==> config.mk <==
export PLATFORM = sky130hd
export DESIGN_NAME = clk_divider_multi
export DESIGN_NICKNAME = d
export VERILOG_FILES = /design/src/rtl/clk_divider_multi_pkg.sv /design/src/rtl/clk_div_channel.sv /design/src/rtl/clk_divider_multi.sv
export SDC_FILE = /design/constraint.sdc
export NUM_CORES = 2
export LEC_CHECK = 0
export ABC_AREA = 1
export CAP_MARGIN = 40
export CORE_ASPECT_RATIO = 1.1
export CORE_MARGIN = 4
export CORE_UTILIZATION = 50
export CTS_BUF_LIST = sky130_fd_sc_hd__clkbuf_4 sky130_fd_sc_hd__clkbuf_8
export DETAILED_ROUTE_END_ITERATION = 7
export PLACE_DENSITY = 0.72
export SKIP_CTS_REPAIR_TIMING = 1
export SLEW_MARGIN = 20
export SYNTH_ARGS = -nofsm -noshare
export SYNTH_HDL_FRONTEND = slang
export SYNTH_SLANG_ARGS = --single-unit
==> constraint.sdc <==
create_clock -name sys_clk_in -period 4.7 [get_ports sys_clk_in]
set_input_delay 0.94 -clock sys_clk_in [delete_from_list [all_inputs] [get_ports sys_clk_in]]
set_output_delay 0.94 -clock sys_clk_in [all_outputs]
set_load 0.05 [all_outputs]
==> src/rtl/clk_divider_multi_pkg.sv <==
// Shared constants and bus-slicing helper for the multi-channel clock divider.
// Defaults give a 1 Hz output from a 100 MHz system clock.
package clk_divider_multi_pkg;

  localparam int CNT_W_DEF = 28;
  localparam logic [CNT_W_DEF-1:0] RST_DIV_DEF  = 28'd100_000000;
  localparam logic [CNT_W_DEF-1:0] RST_HIGH_DEF = 28'd0;
  localparam int DIV_MIN = 2;

  // Low bit index of channel idx inside a packed per-channel bus.
  function automatic int field_lo(input int idx, input int width);
    return idx * width;
  endfunction

endpackage

==> src/rtl/clk_div_channel.sv <==
// One divider channel: shadow/active config, clamp, period counter and output registers.
// The shadow config is applied only at a period boundary, so no period is ever cut or stretched.
module clk_div_channel
  import clk_divider_multi_pkg::*;
#(
  parameter int CNT_W = CNT_W_DEF,
  parameter logic [CNT_W-1:0] RST_DIV  = CNT_W'(RST_DIV_DEF),
  parameter logic [CNT_W-1:0] RST_HIGH = CNT_W'(RST_HIGH_DEF)
) (
  input  logic             sys_clk_in,
  input  logic             reset,
  input  logic             ch_en,
  input  logic             cfg_load,
  input  logic [CNT_W-1:0] cfg_div,
  input  logic [CNT_W-1:0] cfg_high,
  input  logic             phase_sync,
  output logic             clk_out,
  output logic             tick,
  output logic             cfg_pending
);

  localparam logic [CNT_W-1:0] ONE     = CNT_W'(1);
  localparam logic [CNT_W-1:0] MIN_DIV = CNT_W'(DIV_MIN);

  logic [CNT_W-1:0] act_div;
  logic [CNT_W-1:0] act_high;
  logic [CNT_W-1:0] sh_div;
  logic [CNT_W-1:0] sh_high;
  logic [CNT_W-1:0] count;
  logic [CNT_W-1:0] div_e;
  logic [CNT_W-1:0] high_raw;
  logic [CNT_W-1:0] high_e;
  logic             wrap;
  logic             apply;

  // High time is forced into [1, div_e-1] so the output always toggles.
  always_comb begin
    div_e    = (act_div < MIN_DIV) ? MIN_DIV : act_div;
    high_raw = (act_high == '0) ? (div_e >> 1) : act_high;
    high_e   = high_raw;
    if (high_raw < ONE) begin
      high_e = ONE;
    end else if (high_raw > (div_e - ONE)) begin
      high_e = div_e - ONE;
    end
    wrap  = (count >= div_e);
    apply = !ch_en || phase_sync || wrap;
  end

  always_ff @(posedge sys_clk_in or negedge reset) begin
    if (!reset) begin
      act_div     <= RST_DIV;
      act_high    <= RST_HIGH;
      sh_div      <= RST_DIV;
      sh_high     <= RST_HIGH;
      count       <= ONE;
      clk_out     <= 1'b0;
      tick        <= 1'b0;
      cfg_pending <= 1'b0;
    end else begin
      if (apply) begin
        count <= ONE;
      end else begin
        count <= count + ONE;
      end
      clk_out <= ch_en && (count <= high_e);
      tick    <= ch_en && (count == ONE);
      if (apply && cfg_pending) begin
        act_div  <= sh_div;
        act_high <= sh_high;
      end
      // A load on the boundary edge stays pending; the boundary used the older shadow.
      if (cfg_load) begin
        sh_div      <= cfg_div;
        sh_high     <= cfg_high;
        cfg_pending <= 1'b1;
      end else if (apply) begin
        cfg_pending <= 1'b0;
      end
    end
  end

endmodule

==> src/rtl/clk_divider_multi.sv <==
// Multi-channel programmable clock/strobe generator.
// Replicates clk_div_channel and slices the packed configuration buses.
module clk_divider_multi
  import clk_divider_multi_pkg::*;
#(
  parameter int NUM_CH = 4,
  parameter int CNT_W  = CNT_W_DEF,
  parameter logic [CNT_W-1:0] RST_DIV  = CNT_W'(RST_DIV_DEF),
  parameter logic [CNT_W-1:0] RST_HIGH = CNT_W'(RST_HIGH_DEF)
) (
  input  logic                    sys_clk_in,
  input  logic                    reset,
  input  logic [NUM_CH-1:0]       ch_en,
  input  logic [NUM_CH-1:0]       cfg_load,
  input  logic [NUM_CH*CNT_W-1:0] cfg_div,
  input  logic [NUM_CH*CNT_W-1:0] cfg_high,
  input  logic                    phase_sync,
  output logic [NUM_CH-1:0]       clk_out,
  output logic [NUM_CH-1:0]       tick,
  output logic [NUM_CH-1:0]       cfg_pending
);

  for (genvar i = 0; i < NUM_CH; i++) begin : g_ch
    clk_div_channel #(
      .CNT_W    (CNT_W),
      .RST_DIV  (RST_DIV),
      .RST_HIGH (RST_HIGH)
    ) u_ch (
      .sys_clk_in  (sys_clk_in),
      .reset       (reset),
      .ch_en       (ch_en[i]),
      .cfg_load    (cfg_load[i]),
      .cfg_div     (cfg_div[field_lo(i, CNT_W) +: CNT_W]),
      .cfg_high    (cfg_high[field_lo(i, CNT_W) +: CNT_W]),
      .phase_sync  (phase_sync),
      .clk_out     (clk_out[i]),
      .tick        (tick[i]),
      .cfg_pending (cfg_pending[i])
    );
  end

endmodule

# Yosys cells after proc, flatten, opt, wreduce, memory -nomap -nowiden
# Cells that the tools add are included.
[totals] out_inout_bits=12 n_memories=0 latch_bits=0 elab_cells=124 romBits=0 reg_bits=572 ram_bits=0
[classes] eq_ne=4 mux=28 reduce_logical=32 order_cmp=20 addsub=8 div_mod_pow=0 multipliers=0 n_shift=0 n_bitwise=0
[op_table] operator="$mux W28" n=20
[op_table] operator="$add A28 B1 Y28 const B" n=4
[op_table] operator="$eq A28 B1 Y1 const B" n=4
[op_table] operator="$ge A28 B28 Y1" n=4
[op_table] operator="$gt A28 B28 Y1" n=4
[op_table] operator="$le A28 B28 Y1" n=4
[op_table] operator="$logic_not A28 Y1" n=4
[op_table] operator="$lt A28 B1 Y1 const B" n=4
[op_table] operator="$lt A28 B2 Y1 const B" n=4
[op_table] operator="$sub A28 B1 Y28 const B" n=4
[op_table] operator="$logic_and A1 B1 Y1" n=12
[op_table] operator="$logic_or A1 B1 Y1" n=8
[op_table] operator="$mux W1" n=8
[op_table] operator="$reduce_bool A2 Y1" n=4
[op_table] operator="$logic_not A1 Y1" n=4

# Depth between registers and ports, before layout
[depth] ltp_word=8 ltp_mapped=36 mapped_depth_nobuf=35

# By module
# From an unflattened synthesis, not the netlist that was laid out.
[hier_totals] hier_cells=5199 hier_area_um2=38136.6
[by_module_without_submodules] mod="clk_div_channel at g_ch[1].u_ch" area_each_um2=9680.5 seq_area_each_um2=3609.7 n_inst=1 cells_per_inst=1317
[by_module_without_submodules] mod="clk_div_channel at g_ch[3].u_ch" area_each_um2=9507.9 seq_area_each_um2=3609.7 n_inst=1 cells_per_inst=1308
[by_module_without_submodules] mod="clk_div_channel at g_ch[2].u_ch" area_each_um2=9499.1 seq_area_each_um2=3609.7 n_inst=1 cells_per_inst=1306
[by_module_without_submodules] mod="clk_div_channel at g_ch[0].u_ch" area_each_um2=9449.1 seq_area_each_um2=3609.7 n_inst=1 cells_per_inst=1268

# Worst setup path before layout
# Ideal clock, no wire load.
[synth_timing] path_kind="register to register" from="register g_ch[0].u_ch.act_div[10]" to="register g_ch[0].u_ch.clk_out" stages_incl_launch_ff=34 required_time_ps=4623 t_arrival_ps=4362 path_slack_ps=260 setup_ps=77 path_buffers=1 period_less_slack_ps=4440 cell_sequence="dfrtp_1 -> nor2_2 -> nand2_1 -> nor2_1 -> nand2_1 -> nor2_4 -> nor2_2 -> inv_1 -> ha_1 -> nand2_2 -> nor2_4 -> nand3_2 -> nor2_4 -> nand3_4 -> nor2_4 -> xor2_2 -> ha_1 -> nand2_1 -> nor2_1 -> nand3_1 -> nor3_1 -> nand3_1 -> nand2_1 -> clkbuf_1 -> o211ai_1 -> nand2_1 -> ha_1 -> a21oi_1 -> nor2_1 -> a211oi_1 -> o21ai_0 -> a21oi_1 -> nand2_1 -> a21oi_1"
[synth_between] elab_chain_cells=8
[synth_rtl] element="from (decl)" line_no="clk_div_channel.sv:25" text="logic [CNT_W-1:0] act_div;"
[synth_rtl] element="from (signal assigned)" line_no="clk_div_channel.sv:69" text="act_div <= sh_div;"
[synth_rtl] element="$lt A28 B2 Y1" line_no="clk_div_channel.sv:38" text="div_e = (act_div < MIN_DIV) ? MIN_DIV : act_div;"
[synth_rtl] element="$mux W28 *" line_no="clk_div_channel.sv:38"
[synth_rtl] element="$sub A28 B1 Y28 / $mux W28 (equally long branches)" line_no="clk_div_channel.sv:43, clk_div_channel.sv:44, clk_div_channel.sv:39"
[synth_rtl] element="$gt A28 B28 Y1" line_no="clk_div_channel.sv:43" text="end else if (high_raw > (div_e - ONE)) begin"
[synth_rtl] element="$mux W28" line_no="clk_div_channel.sv:43"
[synth_rtl] element="$mux W28 *" line_no="clk_div_channel.sv:41" text="if (high_raw < ONE) begin"
[synth_rtl] element="$le A28 B28 Y1 *" line_no="clk_div_channel.sv:66" text="clk_out <= ch_en && (count <= high_e);"
[synth_rtl] element="$logic_and A1 B1 Y1 *" line_no="clk_div_channel.sv:66"
[synth_rtl] element="to (signal assigned)" line_no="clk_div_channel.sv:66"
[synth_rtl] element="to (decl)" line_no="clk_div_channel.sv:17" text="output logic clk_out,"
# Every way passes the cells marked *; elsewhere a longest branch is shown, timed or not.
# A chain may end at the register's enable or synchronous reset.

# Worst setup path after layout
[layout_timing] from="register g_ch[1].u_ch.act_div[9]" to="register g_ch[1].u_ch.clk_out"
[layout_between] elab_chain_cells=8
[layout_rtl] element="from (decl)" line_no="clk_div_channel.sv:25"
[layout_rtl] element="from (signal assigned)" line_no="clk_div_channel.sv:69"
[layout_rtl] element="$lt A28 B2 Y1" line_no="clk_div_channel.sv:38"
[layout_rtl] element="$mux W28 *" line_no="clk_div_channel.sv:38"
[layout_rtl] element="$sub A28 B1 Y28 / $mux W28 (equally long branches)" line_no="clk_div_channel.sv:43, clk_div_channel.sv:44, clk_div_channel.sv:39"
[layout_rtl] element="$gt A28 B28 Y1" line_no="clk_div_channel.sv:43"
[layout_rtl] element="$mux W28" line_no="clk_div_channel.sv:43"
[layout_rtl] element="$mux W28 *" line_no="clk_div_channel.sv:41"
[layout_rtl] element="$le A28 B28 Y1 *" line_no="clk_div_channel.sv:66"
[layout_rtl] element="$logic_and A1 B1 Y1 *" line_no="clk_div_channel.sv:66"
[layout_rtl] element="to (signal assigned)" line_no="clk_div_channel.sv:66"
[layout_rtl] element="to (decl)" line_no="clk_div_channel.sv:17"
# Marked as above.

==> results.txt <==
----------------------------------------------------
[Route]
  Final WL ... 107000 um
  Starting DRC count in detailed routing ... 2485
  Residual DRC ... 0
  Total number of vias ... 34300
  Number of nets with antenna violations after routing ... 0
  Average wire length per cell after detail routing ... 16.6 um
  Per-cell via count in the routed design ... 5.34
  Detailed-routing iteration count for the pre-antenna-repair pass ... 5

[Layout]
  Area Growth Syn to Fin ... 21.8%
  Post-route cell area ... 45400 um2
  Final standard cell utilization of the core ... 0.618
  Total number of nets in the final design ... 5962
  Top library cells by usage in the layout, fill and taps aside ... nand2_1, dfrtp_1, inv_1
  Share of layout cells above drive strength 1 ... 0.148
  Most common library cell in the layout ignoring fill and taps ... nand2_1
  Fill cell instance count of the final layout ... 6586

[Synthesis]
  Seq/Total Area, Yosys ... 0.387
  Avg Synthesized Cell Area ... 7.56 um2
  Number of enable-type register cells in the synthesized netlist ... 0
  Most instantiated flip-flop cell in the synthesis netlist ... dfrtp_1
  Mapped Cells ... 4935
  Post-synth ARST share ... 1.00
  Cell variety after synth ... 52
  Synth Cell Area ... 37300 um2
  Synthesis-stage register bit count ... 572
  Synth Net Count ... 5518
  Total number of yosys warnings ... 0

[Floorplanning]
  Die Ht ... 294 um
  Area of the core region ... 73500 um2
  Die span in x ... 268 um
  Io pins ... 247
  Row Count ... 104
  Die Area ... 79000 um2
  Effective utilization at floorplan ... 0.507

[Min path]
  Worst min path class ... in2async

[Global route]
  Via count of the first global-routing pass ... 33200
  Maximum number of pins on one net before global-route repair ... 97
  First-pass GRT wire length ... 171000 um
  Global-route congestion overflow total ... 0
  Number of antenna violations at the first check in global routing ... 9
  Total Routing Usage GR ... 0.265

[Job]
  Max-cap violation count ... 0

[Placement]
  Post-DP HPWL ... 80900 um
  Pre-CTS setup slack ... -0.237 ns
  Placer's final routability congestion estimate ... 0.999
  Quantity of I/O buffers inserted on ports ... 246
  Placed cell areas ... 42100 um2

[Status]
  Run status ... finished, violations left
  Violations in the final reports ... setup timing

[Clock network]
  CTS H-tree lvls ... 3
  Buffer depth of the longest clock path ... 3
  Later-pin clock latency in the skew report ... 0.72 ns
  CTS tree ... done
  Number of clock buffers inserted by TritonCTS ... 97
  Clock slew at reported path FFs ... 0.07 ns
  Clock root buffer master ... clkbuf_8
  Clock sink count ... 572

[Power and ir drop]
  VDD IR max ... 0.000236 V
  Pwr dens ... 363 nW/um2
  Cell leakage power ... 22.7 nW

[Timing]
  Post-route fraction of the period consumed by the critical path ... 1.03
  Unrepaired setup endpoints after global routing ... yes
  Final Max Tran Viols ... 0
  Slew margin rel. ... 0.446
  Minimum clock period ... 4.83 ns
  Final Hold Vio Count ... 0
  Slew @ Worst Pin ... 0.832 ns
  Timing-limited maximum frequency ... 207 MHz
  Total setup violations reported at the end of the flow ... 3
  Minimum setup slack in the final design ... -0.129 ns
  Final worst clock skew ... 0.0380 ns

[Critical path]
  Beginning of the critical path ... g_ch[1].u_ch.act_div[9]$_DFFE_PN0P_
  Crit path launch type ... flop
  Slowest stage delay, CP ... 0.41 ns
  Maximum fanout along the worst path ... 10
  Worst setup EP type ... flop
  Worst r2r src ... g_ch[1].u_ch.act_div[9]$_DFFE_PN0P_
  Worst-path cell with the longest stage delay ... dfrtp_1
  Required time at the endpoint of the critical path ... 5.29 ns
  Kind of critical path ... reg2reg
  CP Data Arrival Time ... 5.42 ns
  Worst R2R Setup Slack ... -0.13 ns

----------------------------------------------------
## synth_stat cells, types with 17 or more instances
library cell	number	area (um2)
nor3b_1	17	128
nor4_1	55	344
nand3_1	351	1760
buf_2	61	305
nor3_1	73	365
nor2_4	23	259
nor2_2	23	144
nor2_1	369	1390
a21oi_1	161	806
nand4_1	108	676
xnor2_1	28	245
buf_4	21	158
o211ai_1	20	150
nand2_1	1721	6460
dfstp_2	100	2630
dfrtp_1	472	11800
o21ai_0	180	901
o21ai_1	38	190
ha_1	348	4350
xor2_1	124	1090
clkbuf_1	86	323
inv_1	392	1470
## final timing paths
check,depth (start not counted),to
min reg2reg,2,g_ch[0].u_ch.sh_div[13]$_DFFE_PN1P_
max in group asynchronous,2,g_ch[0].u_ch.sh_div[13]$_DFFE_PN1P_
max reg2reg,31,g_ch[1].u_ch.clk_out$_DFF_PN0_
max,31,g_ch[1].u_ch.clk_out$_DFF_PN0_
min,1,g_ch[1].u_ch.act_div[17]$_DFFE_PN0P_
min in group sys_clk_in,2,g_ch[0].u_ch.sh_div[13]$_DFFE_PN1P_
## worst max-delay path, delay by kind of cell (launching register included)
family,cells,cell delay (ns)
flops,1,0.41
xor+xnor,1,0.17
simple gates,20,2.50
compound gates,5,0.60
buf+inv,2,0.27
fa+ha+maj,3,0.76
## power by group
part	switching, mW	total [mW]	leakage [nW]	internal [mW]
combinational	3.24	5.51	14.4	2.27
sequential	0.333	5.80	7.05	5.47
clock	2.13	5.16	1.20	3.03
## layout make-up
class	instances	area (um2)	share of cell area
Clock inverter	18	290	0.00639
Antenna cell	3	7.51	0.000165
Clock buffer	164	1980	0.0435
Timing Repair Buffer	526	4910	0.108
Inverter	403	1530	0.0337
Sequential cell	572	14400	0.318
Tap cell	954	1190	0.0263
Multi-Input combinational cell	3779	21100	0.464
## cells by family after synthesis
group                      after synthesis  synth area share
and+or+nand+nor                       2829             0.330
buffers and inverters                  584            0.0637
DFF                                    572             0.387
AOI/OAI and AO/OA                      442            0.0637
adders and majority gates              348             0.117
xor gates and xnor gates               160            0.0392
## sequential cells by signal (all words and copies together) (netlist names)
name and cells:
g_ch.u_ch.act_div 112, g_ch.u_ch.act_high 112, g_ch.u_ch.cfg_pending 4, g_ch.u_ch.clk_out 4
g_ch.u_ch.count 112, g_ch.u_ch.sh_div 112, g_ch.u_ch.sh_high 112, g_ch.u_ch.tick 4
## metrics by stage
step | std cells | hold WS (ns) | setup TNS (ns) | power (mW)
after detailed placement | 6192 | 0.455 | -0.671 | 10.8
after global routing | 6418 | 0.331 | -1.53 | 17.6
after CTS | 6374 | 0.294 | -0.864 | 16.1
after floorplan | 4935 | 0.442 | 0 | 8.99
final | 6419 | 0.282 | -0.310 | 16.5
after global placement | 6190 | 0.452 | -0.218 | 10.7
## per-layer routing
metal	GRT usage	up-vias	wire [um]
li1	-	17000	-
met4	0.0848	2	3420
met5	0	-	13
met2	0.445	971	51000
met3	0.0366	246	5930
met1	0.358	16100	46500
No activity file was read; power rests on OpenSTA's default activity.
